--- config.mk ---
export PLATFORM = sky130hd
export DESIGN_NAME = bin_to_bcd_seq
export DESIGN_NICKNAME = d
export VERILOG_FILES = /design/src/rtl/bcd_pkg.sv /design/src/rtl/bcd_add3.sv /design/src/rtl/bin_to_bcd_seq.sv
export SDC_FILE = /design/constraint.sdc
export NUM_CORES = 1
export LEC_CHECK = 0
export CAP_MARGIN = 20
export CORE_MARGIN = 4
export CORE_UTILIZATION = 26
export DETAILED_ROUTE_END_ITERATION = 10
export SLEW_MARGIN = 20
export SYNTH_ARGS = -nofsm -noshare
export SYNTH_HDL_FRONTEND = slang
export SYNTH_SLANG_ARGS = --single-unit
export TNS_END_PERCENT = 20
--- constraint.sdc ---
create_clock -name clk -period 1.9 [get_ports clk]
set_clock_uncertainty 0.1 [all_clocks]
set_input_delay 0.38 -clock clk [delete_from_list [all_inputs] [get_ports clk]]
set_output_delay 0.38 -clock clk [all_outputs]
set_load 0.05 [all_outputs]
--- src/rtl/bcd_pkg.sv ---
// Shared types and constants for the sequential binary-to-BCD converter.
package bcd_pkg;

  typedef enum logic [1:0] {IDLE, SHIFT, DONE} conv_state_t;

  // Nibble shown for out-of-range values; the 7-seg decoder renders it as "-".
  localparam logic [3:0] BCD_DASH = 4'hF;

  // Largest value representable in the given number of decimal digits.
  function automatic int max_bcd_val(input int digits);
    int v;
    v = 1;
    for (int i = 0; i < digits; i++) v = v * 10;
    return v - 1;
  endfunction

endpackage

--- src/rtl/bcd_add3.sv ---
// Double-dabble correction for one BCD nibble: add 3 when the digit is 5 or more,
// so the following left shift carries correctly into the next decimal digit.
module bcd_add3 (
  input  logic [3:0] din,
  output logic [3:0] dout
);

  assign dout = (din >= 4'd5) ? din + 4'd3 : din;

endmodule

--- src/rtl/bin_to_bcd_seq.sv ---
// Sequential binary-to-BCD converter (shift-and-add-3), one input bit per clock.
// Values above the display range come out as all-dash digits with overflow set.
module bin_to_bcd_seq
  import bcd_pkg::*;
#(
  parameter  int W      = 14,
  parameter  int DIGITS = 4,
  localparam int MAXVAL = max_bcd_val(DIGITS)
) (
  input  logic                  clk,
  input  logic                  reset,
  input  logic                  start,
  input  logic [W-1:0]          bin,
  output logic                  busy,
  output logic                  done,
  output logic [4*DIGITS-1:0]   bcd,
  output logic                  overflow
);

  localparam int BW = 4 * DIGITS;
  localparam int SW = BW + W;
  localparam int CW = $clog2(W + 1);

  // The input must be wide enough to hold every displayable value, which also
  // guarantees MAXVAL fits in W bits for the range compare below.
  if (W < $clog2(MAXVAL + 1)) begin : g_width_check
    $fatal(1, "bin_to_bcd_seq: W too small for DIGITS");
  end

  localparam logic [W-1:0] MAX_W = W'(MAXVAL);

  conv_state_t   state;
  logic [SW-1:0] sr;
  logic [CW-1:0] cnt;
  logic          ovf_q;
  logic [BW-1:0] adj;
  logic [SW-1:0] sr_next;

  // Per-digit add-3 correction on the BCD field of the shift register.
  for (genvar g = 0; g < DIGITS; g++) begin : g_add3
    bcd_add3 u_add3 (
      .din  (sr[W + 4*g +: 4]),
      .dout (adj[4*g +: 4])
    );
  end

  // Corrected BCD field above the untouched binary field, shifted left one bit.
  assign sr_next = {adj, sr[W-1:0]} << 1;

  // Control FSM and datapath registers; all outputs are registered here.
  always_ff @(posedge clk) begin
    if (reset) begin
      state    <= IDLE;
      sr       <= '0;
      cnt      <= '0;
      ovf_q    <= 1'b0;
      busy     <= 1'b0;
      done     <= 1'b0;
      bcd      <= '0;
      overflow <= 1'b0;
    end else begin
      case (state)
        IDLE: begin
          if (start) begin
            sr    <= {{BW{1'b0}}, bin};
            cnt   <= CW'(W);
            ovf_q <= (bin > MAX_W);
            busy  <= 1'b1;
            state <= SHIFT;
          end
        end
        SHIFT: begin
          sr  <= sr_next;
          cnt <= cnt - CW'(1);
          // Last bit shifted in: publish the result from the post-shift value.
          if (cnt == CW'(1)) begin
            state    <= DONE;
            bcd      <= ovf_q ? {DIGITS{BCD_DASH}} : sr_next[SW-1 -: BW];
            overflow <= ovf_q;
            done     <= 1'b1;
          end
        end
        DONE: begin
          done  <= 1'b0;
          busy  <= 1'b0;
          state <= IDLE;
        end
        default: state <= IDLE;
      endcase
    end
  end

endmodule

**Word level (Yosys, flattened, before mapping)**

Index checks and enable logic that the tools add are counted.

- Bits in registers: 56
- Bits in latches: 0
- Memory bits (writable): 0
- Memory bits (read-only): 0
- Bits of input ports: 17
- Output and inout bits: 19
- Logic and storage cells: 49
- Memories: 0

- $add $sub $neg: 5
- $mul: 0
- Divide/modulo/power cells: 0
- Order comparisons: 5
- Eq/ne operators: 5
- Shift operators: 0
- Mux-type cells: 16
- Bitwise logic cells: 0
- Reductions and logical operators: 10

Operator list:

| cell | number |
|---|---|
| 30-bit case mux with 2 select lines | 1 |
| 30-bit 2-to-1 mux | 1 |
| 4-bit by 3-bit greater-or-equal comparator with 1-bit output, second input constant | 4 |
| 16-bit 2-to-1 mux | 1 |
| 4-bit 2-to-1 mux | 4 |
| 14-bit > comparator, second input constant | 1 |
| 4-bit by 2-bit adder with 4-bit output, second input constant | 3 |
| 2-bit AND reduction | 6 |
| 4-bit case mux with 2 select lines | 1 |
| 2-bit nonzero test | 3 |
| 4-bit by 1-bit equality test with 1-bit output, second input constant | 1 |
| 2-bit 2-to-1 mux | 2 |
| 2-bit inequality test, second input constant | 2 |
| 1-bit case mux with 2 select lines | 2 |
| 2-bit case mux with 2 select lines | 1 |
| 4-bit by 1-bit subtractor with 4-bit output, second input constant | 1 |
| 3-bit by 2-bit adder with 3-bit output, second input constant | 1 |
| 3-bit 2-to-1 mux | 1 |
| 2-bit by 1-bit equality test with 1-bit output, second input constant | 1 |
| 2-bit equality test, second input constant | 1 |
| 2-bit logical NOT | 1 |
| 1-bit 2-to-1 mux | 2 |

**Depth between registers and ports, before layout**

Gate-level depths: netlist (run 1).

- Depth in word-level cells: 3
- Depth in mapped cells: 8

**Hierarchy**

A second synthesis (run 1) with hierarchy kept.

- Cell total of the unflattened synthesis: 317
- Area, all modules: 2767.7 um^2

Modules (own cells, without submodules):

| module | times used | cells each | area an instance (um^2) |
|---|---|---|---|
| bin_to_bcd_seq | 1 | 253 | 2362.3 |
| bcd_add3 | 4 | 16 | 101.3 |

**Worst setup path before layout (run 1)**

OpenSTA, ideal clock, no wires.

- Path kind: flip-flop to flip-flop
- From: register sr[23]
- To: register sr[24]
- Arrival: 1.479 ns
- Path slack: 0.262 ns
- Stages on the path, launching flop included: 7
- Buffers on the path: 0
- Path through: dfxtp_1 > inv_1 > ha_1 > nand2b_1 > a21oi_1 > mux2_2 > a2bb2o_1

- Cells in the longest elaborated chain, start to end: 3
- Elaborated cells between the ends (all ways): 4
- Classes of those cells: add/sub: 1; order compare: 1; mux: 2

RTL lines:

| item | RTL line | text |
|---|---|---|
| from (decl) | bin_to_bcd_seq.sv:33 | `logic [SW-1:0] sr;` |
| from (signal assigned) | bin_to_bcd_seq.sv:65 | `sr <= {{BW{1'b0}}, bin};` |
| from (signal assigned) | bin_to_bcd_seq.sv:73 | `sr <= sr_next;` |
| 4-bit by 2-bit adder with 4-bit output or 4-bit by 3-bit greater-or-equal comparator with 1-bit output (tied branches) | bcd_add3.sv:8 | `assign dout = (din >= 4'd5) ? din + 4'd3 : din;` |
| 4-bit 2-to-1 mux * | bcd_add3.sv:8 |  |
| 30-bit case mux with 2 select lines * | bin_to_bcd_seq.sv:62 | `case (state)` |

Mark *: on every way between the ends. The rest lies on a longest branch, timed or not.
A chain may end at the register's enable or synchronous reset.

**Worst setup path after layout (run 1)**

- From: register sr[15]
- To: register bcd[2]

- Cells in the longest elaborated chain, start to end: 3
- Elaborated cells between the ends (all ways): 4
- Classes of those cells: add/sub: 1; order compare: 1; mux: 2

RTL lines:

| item | RTL line | text |
|---|---|---|
| 4-bit by 2-bit adder with 4-bit output or 4-bit by 3-bit greater-or-equal comparator with 1-bit output (tied branches) | bcd_add3.sv:8 |  |
| 4-bit 2-to-1 mux * | bcd_add3.sv:8 |  |
| 16-bit 2-to-1 mux * | bin_to_bcd_seq.sv:78 | `bcd <= ovf_q ? {DIGITS{BCD_DASH}} : sr_next[SW-1 -: BW];` |
| to (signal assigned) | bin_to_bcd_seq.sv:78 |  |
| to (decl) | bin_to_bcd_seq.sv:16 | `output logic [4*DIGITS-1:0] bcd,` |

Marked as above.

==> impl_metrics.json, run 1 <==
{
  "grt_use_total_pct": 10.4,
  "post-route-period-util_pct": 93.0,
  "drv_cap": 0,
  "yosys_warnings": 0,
  "stdcell_area_mm2": 0.00311,
  "outcome": "completed",
  "num_io_pins": 36,
  "drt_first_pass_iters": 4,
  "post-cts-setup-buffers": 0,
  "drt_wl_total_um": 5780,
  "area_growth_pct": 21.5,
  "critPathCaptureType": "flop",
  "crit_type": "reg -> reg",
  "cts_buffers": 5,
  "syn_avg_cell_area_um2": 8.83,
  "placed_cell_area_mm2": 0.00302,
  "synth-seq-cells": 56,
  "ys.flop_type": "dfxtp_1",
  "fin_cells": 455,
  "cts_resized": 0,
  "reg2reg_depth": 6,
  "crit_path_max_fanout": 4,
  "clockBufferDepth": 2,
  "seq_area_mm2": 0.00112,
  "root_buffer": "clkbuf_8",
  "p_leak_nw": 1.15,
  "drive_above_1_share_pct": 17.5,
  "multi_input_area_mm2": 0.00128,
  "r2r_end": "bcd[2]$_SDFFE_PP0P_",
  "finalHoldViolCount": 0,
  "io_buffers": 35,
  "antenna-diode-count": 0,
  "die_w_um": 107,
  "finalSetupViolations": 0,
  "grt_pass1_vias": 2050,
  "grt_setup_unrepaired": "no",
  "yosysSeqAreaShare_pct": 43.8,
  "final_common_cell": "dfxtp_1",
  "clock_sinks": 56,
  "dr.first_iter.drc_count": 77,
  "die_area_mm2": 0.0115,
  "timing.reg2reg.setup_slack_ns": 0.13,
  "r2r_start": "sr[15]$_SDFFE_PP0P_",
  "clk-insertion-delay-late_ns": 0.31,
  "cts_tree": "built",
  "vias_per_cell": 4.73,
  "cp.required_ns": 2.03,
  "total_power_mw": 2.24,
  "finalWorstSetupSlack_ns": 0.132,
  "dp_hpwl_um": 4230,
  "gp_congestion": 0.777,
  "start_util_pct": 27.2,
  "grt_max_degree": 30,
  "yosysUniqueCellTypes": 40,
  "nFillCells": 988,
  "placed_cells_incl_taps": 447,
  "slew_headroom_pct": 57.3,
  "cts-htree-levels": 2,
  "cts.clk_slew.worst_paths_ns": 0.10,
  "die_h_um": 107,
  "hp-class": "reg -> reg",
  "wl_per_cell_um": 12.7,
  "fin_crit_ns": 1.77,
  "place_ws_ns": -0.112,
  "whs_path_depth": 2,
  "ant_nets": 0,
  "layout_common_cells": "dfxtp_1 (56), nor2_1 (42), buf_4 (30)",
  "core_mm2": 0.00942,
  "min_from": "overflow$_SDFFE_PP0P_",
  "crit_path_start_kind": "flop",
  "synth.top_cell.area_share_pct": 43.8,
  "route.vias.total": 2150,
  "grt_pass1_wl_um": 9590,
  "synthTopCellsByArea": "dfxtp_1 (44%), nor2_1 (6.2%), ha_1 (4.9%), nand2_1 (4.1%), a311oi_1 (3.4%)",
  "grt_overflow": 0,
  "async_flop_share_pct": 0,
  "worstPathArrival_ns": 1.90,
  "utilization_pct": 33.0,
  "row_count": 35,
  "fmax_mhz": 566,
  "vdd_ir_drop_max_uv": 306,
  "setup_tns_ns": 0,
  "yosysTopAreaCell": "dfxtp_1",
  "worst-slew-pin-transition_ns": 0.636,
  "cts_hold_buffers": 0,
  "synth_edf_count": 0,
  "powerDensity_mw_per_mm2": 720,
  "antenna_found_initial": 0,
  "syn-cell-area_mm2": 0.00256,
  "nNetsFinal": 352,
  "synthCells": 290,
  "drc": 0,
  "hold_end": "overflow$_SDFFE_PP0P_",
  "syn_nets": 317,
  "drv_slew": 0,
  "timing.hold.ws_ns": 0.378
}
-- worst max-delay path, cell delays in order, from the launching register on --
cell      delay, ns
dfxtp_1        0.33
inv_1          0.07
ha_1           0.17
nand2b_1       0.14
a21oi_1        0.25
mux2_2         0.39
a211oi_1       0.23
-- registers in the layout, indices dropped and copies added, names as in the netlist --
signal    cells
bcd          16
busy          1
cnt           4
done          1
overflow      1
ovf_q         1
sr           30
state         2
-- routing by layer --
metal,global-route usage (%),wire [um],part of all wire (%),vias to the layer above
met4,3.29,39,0.68,0
met5,0,0,0,-
met3,2.29,328,5.7,5
met1,13.6,2740,47,1004
met2,16.9,2670,46,53
li1,-,-,-,1088
-- area by class of cell --
type	instances	area share, %
flip-flops and latches	56	36.0
inverters	12	1.45
clock buffers	7	2.78
well taps	129	5.19
repair buffers	47	13.0
clock inverters	1	0.241
multi-input cells	203	41.3
-- worst max-delay path by stage --
stage	from	endpoint	slack [ns]	cells after the start
after global routing	sr[15]$_SDFFE_PP0P_	bcd[2]$_SDFFE_PP0P_	0.009	6
after global placement	start	sr[9]$_SDFFE_PP0P_	-0.07	6
after CTS	sr[15]$_SDFFE_PP0P_	bcd[2]$_SDFFE_PP0P_	0.12	6
after detailed placement	start	sr[7]$_SDFFE_PP0P_	-0.11	6
after floorplan	sr[23]$_SDFFE_PP0P_	sr[24]$_SDFFE_PP0P_	0.26	6
final	sr[15]$_SDFFE_PP0P_	bcd[2]$_SDFFE_PP0P_	0.13	6
-- cells by family (layout without fill, tap and decap cells) --
kind of cell | Yosys count | after routing | share of synthesized area [%]
adder cells (fa/ha/maj) | 10 | 10 | 4.89
AND/OR/NAND/NOR | 112 | 112 | 20.7
AO/OA/AOI/OAI | 73 | 73 | 21.4
flip-flops | 56 | 56 | 43.8
XOR/XNOR | 4 | 4 | 1.37
buffers and inverters | 31 | 67 | 6.06
multiplexers | 4 | 4 | 1.76
-- where the power goes --
part | total, mW | switching [mW] | internal [mW]
clock | 0.687 | 0.390 | 0.297
sequential | 1.26 | 0.0366 | 1.22
combinational | 0.293 | 0.168 | 0.125
-- cells in the mapped netlist (2+ instances only) --
| cell | number |
|---|---|
| dfxtp_1 | 56 |
| nor2_1 | 42 |
| nand2_1 | 28 |
| a21oi_1 | 16 |
| inv_1 | 12 |
| o21ai_0 | 11 |
| a311oi_1 | 10 |
| ha_1 | 10 |
| a211oi_1 | 9 |
| buf_2 | 9 |
| nand2b_1 | 9 |
| nor3_1 | 9 |
| a22oi_1 | 5 |
| nor2b_1 | 5 |
| a211oi_2 | 4 |
| a2bb2o_1 | 4 |
| clkbuf_1 | 4 |
| mux2_2 | 4 |
| nor2_2 | 4 |
| o221a_2 | 4 |
| o32ai_1 | 4 |
| xnor2_1 | 4 |
| nand3_1 | 3 |
| nor3b_1 | 3 |
| o2bb2ai_1 | 3 |
| buf_4 | 2 |
| nor3_2 | 2 |
| nor4_1 | 2 |
No activity file was read; power rests on OpenSTA's default activity.
==> run 2: changes to the inputs <==
CTS_CLUSTER_SIZE = 20   (was not set)
==> results of run 2 <==
The final DEF is identical to that of run 1; final timing and power are the same.
